File: src/rtl/expr_pkg.sv
// rtl/expr_pkg.sv - shared constants, state type and width helper for the expression checker
//
// Purpose : character codes, FSM state enum and the depth-width function
//           used by expr_char_class and expr_stream_checker.
// Ports   : none (package).
package expr_pkg;

   localparam logic [7:0] CH_0      = 8'h30;
   localparam logic [7:0] CH_9      = 8'h39;
   localparam logic [7:0] CH_PLUS   = 8'h2B;
   localparam logic [7:0] CH_MINUS  = 8'h2D;
   localparam logic [7:0] CH_STAR   = 8'h2A;
   localparam logic [7:0] CH_SLASH  = 8'h2F;
   localparam logic [7:0] CH_LPAREN = 8'h28;
   localparam logic [7:0] CH_RPAREN = 8'h29;

   typedef enum logic [1:0] {
      EXPECT      = 2'd0,
      IN_NUM      = 2'd1,
      AFTER_CLOSE = 2'd2,
      ERR         = 2'd3
   } state_t;

   // Bits needed to hold the values 0..max_val inclusive.
   function automatic int depth_w(input int max_val);
      return $clog2(max_val + 1);
   endfunction

endpackage

File: src/rtl/expr_char_class.sv
// rtl/expr_char_class.sv - combinational character classifier for the expression checker
//
// Purpose : sorts one ASCII byte into digit / operator / '(' / ')'.
//           Disabled operators and parentheses are reported as none of
//           these, so downstream they fall into the "other byte" error path.
// Ports   : in        [7:0] character under test
//           is_digit        '0'..'9'
//           is_op           '+', '*', '-' (EN_SUB), '/' (EN_DIV)
//           is_lparen       '(' (EN_PAREN)
//           is_rparen       ')' (EN_PAREN)
module expr_char_class
   import expr_pkg::*;
#(
   parameter bit EN_SUB   = 1'b1,
   parameter bit EN_DIV   = 1'b0,
   parameter bit EN_PAREN = 1'b1
) (
   input  logic [7:0] in,
   output logic       is_digit,
   output logic       is_op,
   output logic       is_lparen,
   output logic       is_rparen
);

   always_comb begin
      is_digit  = (in >= CH_0) && (in <= CH_9);
      is_op     = (in == CH_PLUS) || (in == CH_STAR)
                  || (EN_SUB && (in == CH_MINUS))
                  || (EN_DIV && (in == CH_SLASH));
      is_lparen = EN_PAREN && (in == CH_LPAREN);
      is_rparen = EN_PAREN && (in == CH_RPAREN);
   end

endmodule

File: config.mk
export PLATFORM = sky130hd
export DESIGN_NAME = expr_char_class
export DESIGN_NICKNAME = d
export VERILOG_FILES = /design/src/rtl/expr_pkg.sv /design/src/rtl/expr_char_class.sv
export SDC_FILE = /design/constraint.sdc
export NUM_CORES = 1
export LEC_CHECK = 0
export CAP_MARGIN = 20
export CORE_AREA = 2 2 39 41
export DETAILED_ROUTE_END_ITERATION = 7
export DIE_AREA = 0 0 41 43
export SLEW_MARGIN = 30
export SYNTH_ARGS = -nofsm -noshare
export SYNTH_HDL_FRONTEND = slang
export SYNTH_SLANG_ARGS = --single-unit
File: constraint.sdc
create_clock -name vclk -period 1.1
set_input_delay 0.22 -clock vclk [all_inputs]
set_output_delay 0.22 -clock vclk [all_outputs]
set_load 0.02 [all_outputs]
After elaboration in Yosys (flattened, before gate mapping)
Cells that the tools add are included.

Bits in registers: 0. Logic and storage cells: 10.

Magnitude comparators: 2. Equality and inequality tests: 5. Reductions and logical operators: 3.

Operator list (count): $eq 8x6->1 const B (5); $ge 8x6->1 const B (1); $le 8x6->1 const B (1); $logic_or 1x1->1 (2); $logic_and 1x1->1 (1).

Longest topological paths before layout
Gate-level depths: netlist of the first run.

Word-level depth: 3. Gate-level depth with buffers: 2. Gate-level depth less buffers: 2.

Worst setup path before layout of the first run
Ideal clock, no wire load.

Path kind: input to output. From: in in[6]. To: out is_digit. Path slack: -0.279 ns. Arrival time: 1.159 ns. Cell stages on the path: 2. Data required time: 0.880 ns. Path buffers: 0. Path through: or3b_4 > nor3b_1.

Longest elaborated chain between the ends: 2. Elaborated cells between the ends (all ways): 3. Those cells by class: order compare (2); reduce/logical (1).

Ends and longest elaborated chain: start, declared (RTL line expr_char_class.sv:18) `input logic [7:0] in,`; $ge 8x6->1 / $le 8x6->1 (equally long branches) (RTL line expr_char_class.sv:26) `is_digit = (in >= CH_0) && (in <= CH_9);`; $logic_and 1x1->1 (*) (RTL line expr_char_class.sv:26); end, declared (RTL line expr_char_class.sv:19) `output logic is_digit,`.

Every way passes the cells marked *; elsewhere a longest branch is shown, timed or not.

Worst setup path in the final report of the first run
Ends and elaborated chain as after synthesis.

==> out/metrics.yaml, run 1 <==
global_routing:
  grt-ovfl-total: 0
  track_usage_pct: 2.500
  grt_pass1_wl_microns: 331
  grt_pass1_vias: 91
  grt_start_max_net_pins: 6
  antenna_found_initial: 0
power_and_ir_drop:
  power_frac_seq_pct: 0
  peakVddDrop_v: 0.00006749
  p_clk_share_pct: 0
  power.share.switching_pct: 38.79
  p_sw_mw: 0.02892
  p_per_area_nw_per_um2: 249.3
  combPwrFrac_pct: 100.0
  p_int_mw: 0.04562
  leakage_nw: 0.1274
layout:
  antenna_cells: 0
  instances_no_fill: 40
  regArea_sq_um: 0
  n_fill_cell: 160
  area_growth_pct: 256.7
  multiInputGateArea_sq_um: 140.1
  fin_util_pct: 21.61
  drive_above_1_share_pct: 79.17
  fin_nets: 34
  clock_buffers: 0
  nFlopsAndLatches: 0
die:
  die_h_microns: 43
  rows: 14
  core_area_sq_um: 1384
  die-area_sq_um: 1763
  io_pins: 12
  start_util_pct: 6.058
  dieWidth_microns: 41
sta:
  timing.final.crit_share_pct: 119.4
  hold_violations: 0
  fmax_mhz: 761.4
  grt_setup_unrepaired: "true"
  period_needed_ns: 1.313
  slew_viol_final: 0
  setup_viol: 4
  setup_ws_ns: -0.2134
  slew_headroom_pct: 88.26
  worst_pin_slew_ns: 0.1756
synth:
  ys_warn_count: 0
  synth_cells: 11
  synth_top_area_share_pct: 14.93
  synth_common_cells: "2 x nand2b_1, 2 x nor3_1"
  yosys.area.top_type: "a211oi_2"
  synth.area.top_cells: "a211oi_2 15%, nand2b_1 15%, or3b_4 13%"
  synth.avg_cell_area_sq_um: 7.621
  ys_seq_area_share_pct: 0
  ys_types: 9
  synth_nets: 19
  netlist_area_sq_um: 83.83
route:
  ant_nets: 0
  drt_iter0_drc: 0
  drc: 0
  viasPerCell: 3.400
  dr.pass1.iters: 1
  via_count: 136
  wirelength_microns: 293
  wl_per_cell_microns: 7.325
place:
  place_inst: 39
  gp_congestion: 0.4774
  post-place-ws_ns: -1.033
  io_buffers: 12
setup_path:
  crit_required_ns: 0.88
  cp.arrival_ns: 1.09
  end_kind: "output pin"
  crit_path_start_kind: "primary input"
  critPathKind: "primary input to output pin"
  critPathMaxFanout: 4
min_path:
  hp-class: "primary input to output pin"
  hold_depth: 4
flow_run:
  cap_violations: 0
outcome:
  status: "finished, violations left"
  violations: "negative setup slack"
-- metal layers --
| layer | part of all wire, % | global-route usage [%] | vias up |
|---|---|---|---|
| li1 | - | - | 68 |
| met1 | 36 | 1.587 | 61 |
| met2 | 53 | 6.250 | 7 |
| met3 | 10 | 0 | 0 |
| met4 | 0 | 0 | 0 |
| met5 | 0 | 0 | - |
-- power by group through the flow --
stage | Clock [mW] | Combinational [mW] | Sequential (mW)
3_5_place_dp | 0 | 0.0680 | 0
2_1_floorplan | 0 | 0.0312 | 0
4_1_cts | 0 | 0.0644 | 0
5_1_grt | 0 | 0.0789 | 0
3_3_place_gp | 0 | 0.0678 | 0
6_report | 0 | 0.0745 | 0
-- cell families after synthesis --
kind of cell	Yosys count	synth area share (%)
compound gates	2	23.88
simple gates	9	76.13
-- critical path, stage by stage --
cell	delay, ns
buf_6	0.09
or3b_4	0.45
nor3b_4	0.20
buf_6	0.14
-- metrics by stage --
| step | power, mW | area (sq um) | hold WS (ns) | setup TNS, ns |
|---|---|---|---|---|
| floorplan | 0.03115 | 132.6 | 0.5904 | -0.1615 |
| global placement | 0.06778 | 272.8 | 1.529 | -4.109 |
| detailed placement | 0.06803 | 272.8 | 1.532 | -4.117 |
| CTS | 0.06443 | 276.5 | 0.8722 | -0.9497 |
| global route | 0.07886 | 299.0 | 0.7923 | -0.8625 |
| finish | 0.07454 | 299.0 | 0.7817 | -0.7713 |
-- cell type report --
class                           count  share of cell area (%)
Multi-Input combinational cell     11                   46.86
Timing Repair Buffer               13                   46.44
Tap cell                           16                   6.695
-- final timing paths --
| kind | startpoint | endpoint | slack [ns] |
|---|---|---|---|
| worst max-delay path | in[6] | is_digit | -0.21 |
| worst min-delay path | in[0] | is_lparen | 0.78 |
-- repair_timing --
item / 4_1_cts / 5_1_grt
pin swaps: 6 / 5
resized for setup: 46 / 11
buffers inserted: 0 / 1
hold buffers: 0 / 0
setup endpoints to repair: 4 / 4
-- cells in the final DEF, fill, tap and decap left out, drive strengths merged --
cell type	instances
nand2b	2
buf	11
dlygate4sd2	2
o21a	1
a211oi	1
nor3b	1
nand3b	1
or3	1
nor3	2
or3b	2
No activity file was read; power rests on OpenSTA's default activity.
==> inputs of run 2 (changes only) <==
GPL_ROUTABILITY_DRIVEN = 0   (was unset)
==> results of run 2 <==
Same layout as run 1: the final DEF is identical, and so are final timing and power.
